[src/rtl/uart_frame_pkg.sv]
// Shared types and constants for the UART frame sequencer.
// Optional checksum byte is enabled by defining UART_FRAME_CHK_EN.
package uart_frame_pkg;

   typedef enum logic [2:0] {
      S_HUNT,
      S_ID_HI,
      S_ID_LO,
      S_DLC,
      S_DATA,
      S_CHK,
      S_ISSUE
   } state_t;

   localparam logic [2:0] ERR_NONE     = 3'd0;
   localparam logic [2:0] ERR_BAD_DLC  = 3'd1;
   localparam logic [2:0] ERR_CHECKSUM = 3'd2;
   localparam logic [2:0] ERR_TIMEOUT  = 3'd3;
   localparam logic [2:0] ERR_OVERRUN  = 3'd4;

   localparam logic [7:0] SYNC_DEFAULT = 8'hAA;
   localparam logic [3:0] MAX_DLC      = 4'd8;

   function automatic logic is_timed(state_t s);
      return (s == S_ID_HI) || (s == S_ID_LO) || (s == S_DLC) ||
             (s == S_DATA)  || (s == S_CHK);
   endfunction

endpackage

[src/rtl/uart_frame_timeout.sv]
// Inter-byte timeout counter for the UART frame sequencer.
// expired is high while enabled and the count sits at TIMEOUT_CYCLES-1.
module uart_frame_timeout #(
   parameter int TIMEOUT_CYCLES = 100000
) (
   input  logic clock,
   input  logic reset,
   input  logic clear,
   input  logic enable,
   output logic expired
);

   localparam int CW = (TIMEOUT_CYCLES > 2) ? $clog2(TIMEOUT_CYCLES) : 1;
   localparam logic [CW-1:0] LAST = CW'(TIMEOUT_CYCLES - 1);

   logic [CW-1:0] count;

   assign expired = enable && (count == LAST);

   always_ff @(posedge clock or posedge reset) begin
      if (reset) begin
         count <= '0;
      end else if (clear) begin
         count <= '0;
      end else if (enable && !expired) begin
         count <= count + 1'b1;
      end
   end

endmodule

[src/rtl/uart_frame_ctrl.sv]
// UART byte stream to CAN frame request sequencer with error reporting.
// Define UART_FRAME_CHK_EN to require a trailing XOR checksum byte.
module uart_frame_ctrl
   import uart_frame_pkg::*;
#(
   parameter int         TIMEOUT_CYCLES = 100000,
   parameter logic [7:0] SYNC_BYTE      = SYNC_DEFAULT
) (
   input  logic        clock,
   input  logic        reset,
   input  logic [7:0]  rx_data,
   input  logic        rx_ready,
   output logic        frame_valid,
   input  logic        frame_ready,
   output logic [10:0] can_id,
   output logic [3:0]  can_dlc,
   output logic [63:0] can_data,
   output logic        err_pulse,
   output logic [2:0]  err_code,
   output logic        busy
);

`ifdef UART_FRAME_CHK_EN
   localparam state_t AFTER_DATA = S_CHK;
`else
   localparam state_t AFTER_DATA = S_ISSUE;
`endif

   state_t     state, state_next;
   logic       rx_q;
   logic       ev;
   logic [2:0] idx;
   logic       last_data;
   logic       expired;
   logic       err_set;
   logic [2:0] err_next;
   logic       tmo_clear;
   logic       tmo_en;

   assign ev          = rx_ready && !rx_q;
   assign last_data   = ({1'b0, idx} == (can_dlc - 4'd1));
   assign frame_valid = (state == S_ISSUE);
   assign busy        = (state != S_HUNT);
   assign tmo_en      = is_timed(state);
   assign tmo_clear   = ev || !tmo_en;

   uart_frame_timeout #(
      .TIMEOUT_CYCLES(TIMEOUT_CYCLES)
   ) u_timeout (
      .clock  (clock),
      .reset  (reset),
      .clear  (tmo_clear),
      .enable (tmo_en),
      .expired(expired)
   );

`ifdef UART_FRAME_CHK_EN
   logic [7:0] acc;

   always_ff @(posedge clock or posedge reset) begin
      if (reset) begin
         acc <= '0;
      end else if (ev) begin
         if (state == S_HUNT && rx_data == SYNC_BYTE) begin
            acc <= '0;
         end else if (state inside {S_ID_HI, S_ID_LO, S_DLC, S_DATA}) begin
            acc <= acc ^ rx_data;
         end
      end
   end
`endif

   always_comb begin
      state_next = state;
      err_set    = 1'b0;
      err_next   = ERR_NONE;
      unique case (state)
         S_HUNT: begin
            if (ev && rx_data == SYNC_BYTE) state_next = S_ID_HI;
         end
         S_ID_HI: begin
            if (ev) state_next = S_ID_LO;
         end
         S_ID_LO: begin
            if (ev) state_next = S_DLC;
         end
         S_DLC: begin
            if (ev) begin
               if (rx_data > {4'd0, MAX_DLC}) begin
                  err_set    = 1'b1;
                  err_next   = ERR_BAD_DLC;
                  state_next = S_HUNT;
               end else if (rx_data == 8'd0) begin
                  state_next = AFTER_DATA;
               end else begin
                  state_next = S_DATA;
               end
            end
         end
         S_DATA: begin
            if (ev && last_data) state_next = AFTER_DATA;
         end
`ifdef UART_FRAME_CHK_EN
         S_CHK: begin
            if (ev) begin
               if (rx_data == acc) begin
                  state_next = S_ISSUE;
               end else begin
                  err_set    = 1'b1;
                  err_next   = ERR_CHECKSUM;
                  state_next = S_HUNT;
               end
            end
         end
`endif
         S_ISSUE: begin
            if (frame_ready) state_next = S_HUNT;
            if (ev) begin
               err_set  = 1'b1;
               err_next = ERR_OVERRUN;
            end
         end
         default: state_next = S_HUNT;
      endcase
      // a byte arriving in the expiry cycle takes precedence
      if (expired && !ev) begin
         err_set    = 1'b1;
         err_next   = ERR_TIMEOUT;
         state_next = S_HUNT;
      end
   end

   always_ff @(posedge clock or posedge reset) begin
      if (reset) begin
         state     <= S_HUNT;
         rx_q      <= 1'b0;
         idx       <= '0;
         can_id    <= '0;
         can_dlc   <= '0;
         can_data  <= '0;
         err_pulse <= 1'b0;
         err_code  <= ERR_NONE;
      end else begin
         state     <= state_next;
         rx_q      <= rx_ready;
         err_pulse <= err_set;
         if (err_set) err_code <= err_next;
         if (ev) begin
            case (state)
               S_HUNT: begin
                  if (rx_data == SYNC_BYTE) can_data <= '0;
               end
               S_ID_HI: can_id[10:8] <= rx_data[2:0];
               S_ID_LO: can_id[7:0]  <= rx_data;
               S_DLC: begin
                  if (rx_data <= {4'd0, MAX_DLC}) begin
                     can_dlc <= rx_data[3:0];
                     idx     <= '0;
                  end
               end
               S_DATA: begin
                  can_data[{idx, 3'b000} +: 8] <= rx_data;
                  idx <= idx + 3'd1;
               end
               default: ;
            endcase
         end
      end
   end

endmodule

[config.mk]
export PLATFORM = sky130hd
export DESIGN_NAME = uart_frame_ctrl
export DESIGN_NICKNAME = d
export VERILOG_FILES = /design/src/rtl/uart_frame_pkg.sv /design/src/rtl/uart_frame_timeout.sv /design/src/rtl/uart_frame_ctrl.sv
export SDC_FILE = /design/constraint.sdc
export NUM_CORES = 1
export LEC_CHECK = 0
export ABC_AREA = 1
export ABC_CLOCK_PERIOD_IN_PS = 4900
export BUFFER_PORTS_ARGS = -buffer_cell sky130_fd_sc_hd__clkbuf_2
export CELL_PAD_IN_SITES_DETAIL_PLACEMENT = 0
export CELL_PAD_IN_SITES_GLOBAL_PLACEMENT = 1
export CORE_ASPECT_RATIO = 1.25
export CORE_MARGIN = 3
export CORE_UTILIZATION = 40
export CTS_BUF_LIST = sky130_fd_sc_hd__clkbuf_8 sky130_fd_sc_hd__clkbuf_16
export CTS_CLUSTER_SIZE = 8
export DETAILED_ROUTE_END_ITERATION = 8
export HOLD_SLACK_MARGIN = 0.05
export MAX_ROUTING_LAYER = met4
export PLACE_DENSITY = 0.77
export SETUP_SLACK_MARGIN = 0.4
export SKIP_CTS_REPAIR_TIMING = 1
export SYNTH_ARGS = -nofsm -noshare
export SYNTH_HDL_FRONTEND = slang
export SYNTH_SLANG_ARGS = --single-unit
[constraint.sdc]
create_clock -name clock -period 4.9 [get_ports clock]
set_input_delay 0.49 -clock clock [delete_from_list [all_inputs] [get_ports clock]]
set_output_delay 0.49 -clock clock [all_outputs]
set_load 0.02 [all_outputs]
[Word-level counts from Yosys, hierarchy flattened]
Cells that the tools add are included.
Storage, ports and cells
  output and inout bits: 85
  bits in registers: 107
  input bits: 12
Operators by class
  multiplexer cells: 27
  reduce and logical (&&, ||, !) cells: 27
  add/subtract/negate cells: 4
  $lt $le $gt $ge: 2
  equality and inequality tests: 17
  shifts and indexed selects: 2
Operator list (count)
  64-bit case mux with 2 select lines: 1
  64-bit bitwise mux: 1
  64-bit 2-to-1 mux: 1
  8-bit by 8-bit variable shift with 64-bit output (first input constant): 1
  8-bit by 8-bit variable part select with 64-bit output: 1
  17-bit 2-to-1 mux: 2
  3-bit 2-to-1 mux: 11
  3-bit case mux with 6 select lines: 1
  17-bit by 1-bit adder with 17-bit output (second input constant): 1
  17-bit equality test (second input constant): 1
  3-bit case mux with 2 select lines: 2
  3-bit equality test (second input constant): 3
  3-bit by 2-bit != test with 1-bit output (second input constant): 3
  3-bit AND reduction: 3
  8-bit equality test (second input constant): 1
  8-bit by 4-bit > comparator with 1-bit output (second input constant): 1
  8-bit by 4-bit less-or-equal comparator with 1-bit output (second input constant): 1
  8-bit logical NOT: 1
  6-bit negator with 8-bit output: 1
  3-bit by 2-bit equality test with 1-bit output (second input constant): 2
  1-bit logical AND: 6
  1-bit 2-to-1 mux: 6
  3-bit by 1-bit != test with 1-bit output (second input constant): 2
  6-bit AND reduction: 1
  other kinds (15): 25

[Depth between registers and ports, before layout]
  depth in word-level cells: 10
  depth in mapped cells: 12

[Hierarchy]
A second synthesis with hierarchy kept.
Unflattened totals
  cells, all modules: 680
  area total of the unflattened synthesis: 5427.7 um^2
Modules (own cells, without submodules)
  uart_frame_ctrl: cells each 505, area an instance 4241.6 um^2, times used 1, sequential area each 2252.2 um^2
  uart_frame_timeout: cells each 175, area an instance 1186.1 um^2, times used 1, sequential area each 425.4 um^2

[Worst setup path after synthesis]
No wires, ideal clock.
  kind: register to register
  start point: register idx[0]
  end point: register can_data[21]
  library setup time: 0.131 ns
  buffers on the path: 1
  cell stages (with the launch flop): 12
  slack: 2.775 ns
  data arrival time: 1.994 ns
  period minus slack after synthesis: 2.125 ns
  cells stage by stage: dfrtp_1 -> inv_1 -> clkbuf_1 -> ha_1 -> ha_1 -> inv_1 -> nor2_1 -> nand2_1 -> nand2_1 -> nand2_4 -> nand2_1 -> o31ai_2
Between the ends
  longest elaborated chain between the ends: 4
  elaborated cells on any way between the ends: 5
Ends and longest elaborated chain
  from (decl): line uart_frame_ctrl.sv:32  | logic [2:0] idx;
  from (signal assigned): line uart_frame_ctrl.sv:163  | idx <= idx + 3'd1;
  6-bit negator with 8-bit output (*): line uart_frame_ctrl.sv:162  | can_data[{idx, 3'b000} +: 8] <= rx_data;
  8-bit by 8-bit variable part select with 64-bit output / 8-bit by 8-bit variable shift with 64-bit output (equally long branches): line uart_frame_ctrl.sv:162
  64-bit bitwise mux (*): line uart_frame_ctrl.sv:162
  64-bit case mux with 2 select lines (*): line uart_frame_ctrl.sv:149  | case (state)
  to (signal, indexed assignment): line uart_frame_ctrl.sv:162
  to (decl): line uart_frame_ctrl.sv:17  | output logic [63:0] can_data,
Mark *: on every way between the ends. The rest lies on a longest branch, timed or not.
A chain may end at the register's enable or synchronous reset.

[Final worst setup path]
  start point: register idx[0]
  end point: register can_data[20]
Same word-level chain as after synthesis.

==> results.ini <==
[worst_setup_path]
critPathMaxFanout = 16
reg2reg_depth = 10
max_stage_delay_ns = 0.67
path_cells = inv_1 -> ha_1 -> ha_1 -> inv_1 -> nor2_1 -> nand2_1 -> nand2_1 -> nand2_4 -> nand2_1 -> o31ai_1
crit_path_frequent_cell = nand2_1
setup.worst_path.end_class = flip-flop
arrival_ns = 2.97
start_kind = flip-flop
critPathRequiredTime_ns = 5.10
crit_type = reg -> reg
critPathSlowestCell = dfrtp_1

[final_layout]
syn2layout_area_growth_pct = 16.9
fin_nets = 729
nFillCells = 1244
diodes = 0
drive_above_1_share_pct = 20.3

[route]
vias_per_cell = 5.04
drt-total-wl_um = 13400
ant_nets = 0
drcViolationCount = 0
drtIter0Drc = 182
vias = 4429
firstDrtPassIters = 4
wire_per_inst_um = 15.2

[grt]
grt_max_degree = 57
grt_pass1_wl_um = 22200
antenna_found_initial = 0
grt-ovfl-total = 0
track_usage_pct = 20.0
grt_pass1_vias = 4354

[yosys]
ys_ff_latch = 107
synth_cell_types = 37
syn_avg_cell_area_um2 = 8.38
ys.flop_type = dfrtp_1
synth-edff-count = 0
synthCells = 617
seq_area_frac_synth_pct = 51.8
synth_nets = 636
synth_warnings = 0
async_reset_ff_share_pct = 100
yosys.area.top_type = dfrtp_1
syn_area_um2 = 5170
synthTopCellsByArea = dfrtp_1 52%, nand2_1 14%, inv_1 4.8%
synth.top_cell.area_share_pct = 51.8

[power_and_ir_drop]
p_leak_nw = 3.09
p_per_area_nw_per_um2 = 400
p_total_w = 0.00242
vdd_drop_max_v = 0.000174

[sta]
setup_tns_ns = 0
slew-limit-headroom_pct = 45.9
finalCritPeriodShare_pct = 56.5
finalHoldViolations = 0
fin_worst_skew_ns = 0.00819
finalCriticalPeriod_ns = 2.77
rsz0062_at_grt = false
drv_slew = 0
fmax_mhz = 361
fin_ws_ns = 2.13
worst_slew_pin_slew_ns = 0.810
setup_viol = 0

[floorplanning]
die_area_um2 = 14300
std_cell_rows = 45
ios = 97
coreArea_um2 = 12400
die_height_um = 133
die_w_um = 108
initial_utilization_pct = 41.7

[clock_tree]
insertion_delay_ns = 0.35
numCtsBuffers = 9
cts-root-buf = clkbuf_16
clockBufferDepth = 2
h-tree-depth = 3
clock-sinks = 107
tritoncts = built
clk_pin_slew_ns = 0.07

[min_path]
min_path_type = in -> async

[placed_design]
hpwlAfterDp_um = 9990
io_buffers = 96
routabilityCongestion = 0.882
place_ws_ns = 2.03

[outcome]
status = complete, no violations

[job]
maxCapViolCount = 0

## critical path: cells and delay by family (launching register included)
kind	cells	cell delay, ns
AND/OR/NAND/NOR	5	0.94
buffers and inverters	2	0.38
AO/OA/AOI/OAI	1	0.08
adder cells (fa/ha/maj)	2	0.55
flip-flops	1	0.67
## per-stage QoR
| stage | cells | util (%) | area [um^2] | hold WS (ns) |
|---|---|---|---|---|
| 3_3_place_gp | 863 | 46.5 | 5760 | 0.453 |
| 2_1_floorplan | 617 | - | 5170 | 0.433 |
| 6_report | 879 | 48.7 | 6040 | 0.227 |
| 4_1_cts | 879 | 48.7 | 6040 | 0.257 |
| 3_5_place_dp | 863 | 46.5 | 5760 | 0.453 |
| 5_1_grt | 879 | 48.7 | 6040 | 0.260 |
## final timing paths
kind	from	end	slack, ns
max	idx[0]	can_data[20]	2.13
min	reset	can_id[7]	0.23
max reg2reg	idx[0]	can_data[20]	2.13
min reg2reg	u_timeout.count[8]	u_timeout.count[8]	0.46
max in group asynchronous	reset	can_id[9]	3.50
min in group clock	rx_ready	rx_q	0.26
## flip-flops by register name, summed over array words and instances (netlist names)
name / flops
err_pulse: 1
idx: 3
rx_q: 1
can_dlc: 4
u_timeout.count: 17
state: 3
can_data: 64
err_code: 3
can_id: 11
## layout by cell type (no fill, tap or decap), types with 2 or more instances in the layout
cell type  Yosys  routed
clkbuf_8       0       2
nor3_2         4       4
ha_1           7       7
dfrtp_1      107     107
xnor2_1        2       2
nor3_1        22      22
nor2_1        35      35
clkbuf_16      0       9
o21ai_1        4       4
nor2_2         5       5
a31oi_1        2       2
nor4_1         2       2
nand2_4        4       4
clkbuf_2       0      96
nand3_1       43      43
inv_2          8       8
clkinv_2       0       4
o21ai_2        2       2
o31ai_2        2       2
nand4_1       12      12
nand2_2        2       2
nand2_1      190     190
a21oi_1       15      15
o21ai_0       28      28
inv_1         66      65
o31ai_1       30      30
## cells in the mapped netlist, types with 2 or more instances
| library cell | number |
|---|---|
| nand4_1 | 12 |
| nand2_1 | 190 |
| xnor2_1 | 2 |
| buf_4 | 2 |
| o31ai_1 | 30 |
| buf_2 | 3 |
| buf_6 | 5 |
| inv_1 | 66 |
| nand2_4 | 4 |
| ha_1 | 7 |
| a31oi_1 | 2 |
| a21oi_1 | 15 |
| dfrtp_1 | 107 |
| nor3_1 | 22 |
| nand2_2 | 2 |
| o21ai_0 | 28 |
| nor4_1 | 2 |
| clkbuf_1 | 4 |
| o21ai_1 | 4 |
| nand3_1 | 43 |
| o31ai_2 | 2 |
| nor2_1 | 35 |
| o21ai_2 | 2 |
| nor2_2 | 5 |
| inv_2 | 8 |
| nor3_2 | 4 |
## logic make-up after synthesis
kind of cell	Yosys count	share of synthesized area, %
xor+xnor	2	0.339
compound gates	88	10.9
simple gates	324	27.8
buf+inv	89	7.41
flops	107	51.8
fa+ha+maj	7	1.69
## report_power, final
group          internal, W  switching (W)  leakage [nW]  total (W)
sequential        0.000987      0.0000957          1.40    0.00108
clock             0.000369       0.000315         0.141   0.000684
combinational     0.000191       0.000458          1.55   0.000649
total              0.00155       0.000870          3.09    0.00242
## final cells by class
type	count	area [um^2]	area share [%]
clock buffers	11	253	4.19
clock inverters	5	27.5	0.456
inverters	74	280	4.64
multi-input cells	421	2110	34.9
flip-flops and latches	107	2680	44.3
well taps	164	205	3.40
repair buffers	97	488	8.08
## per-layer routing
metal  track usage, %  part of all wire [%]  routed length [um]
met5                -                     0                   0
met3             2.93                   5.5                 730
met1             25.9                    43                5800
met4             8.28                   2.3                 310
met2             31.5                    49                6550
Note: power is estimated with default switching activity, not from simulation.
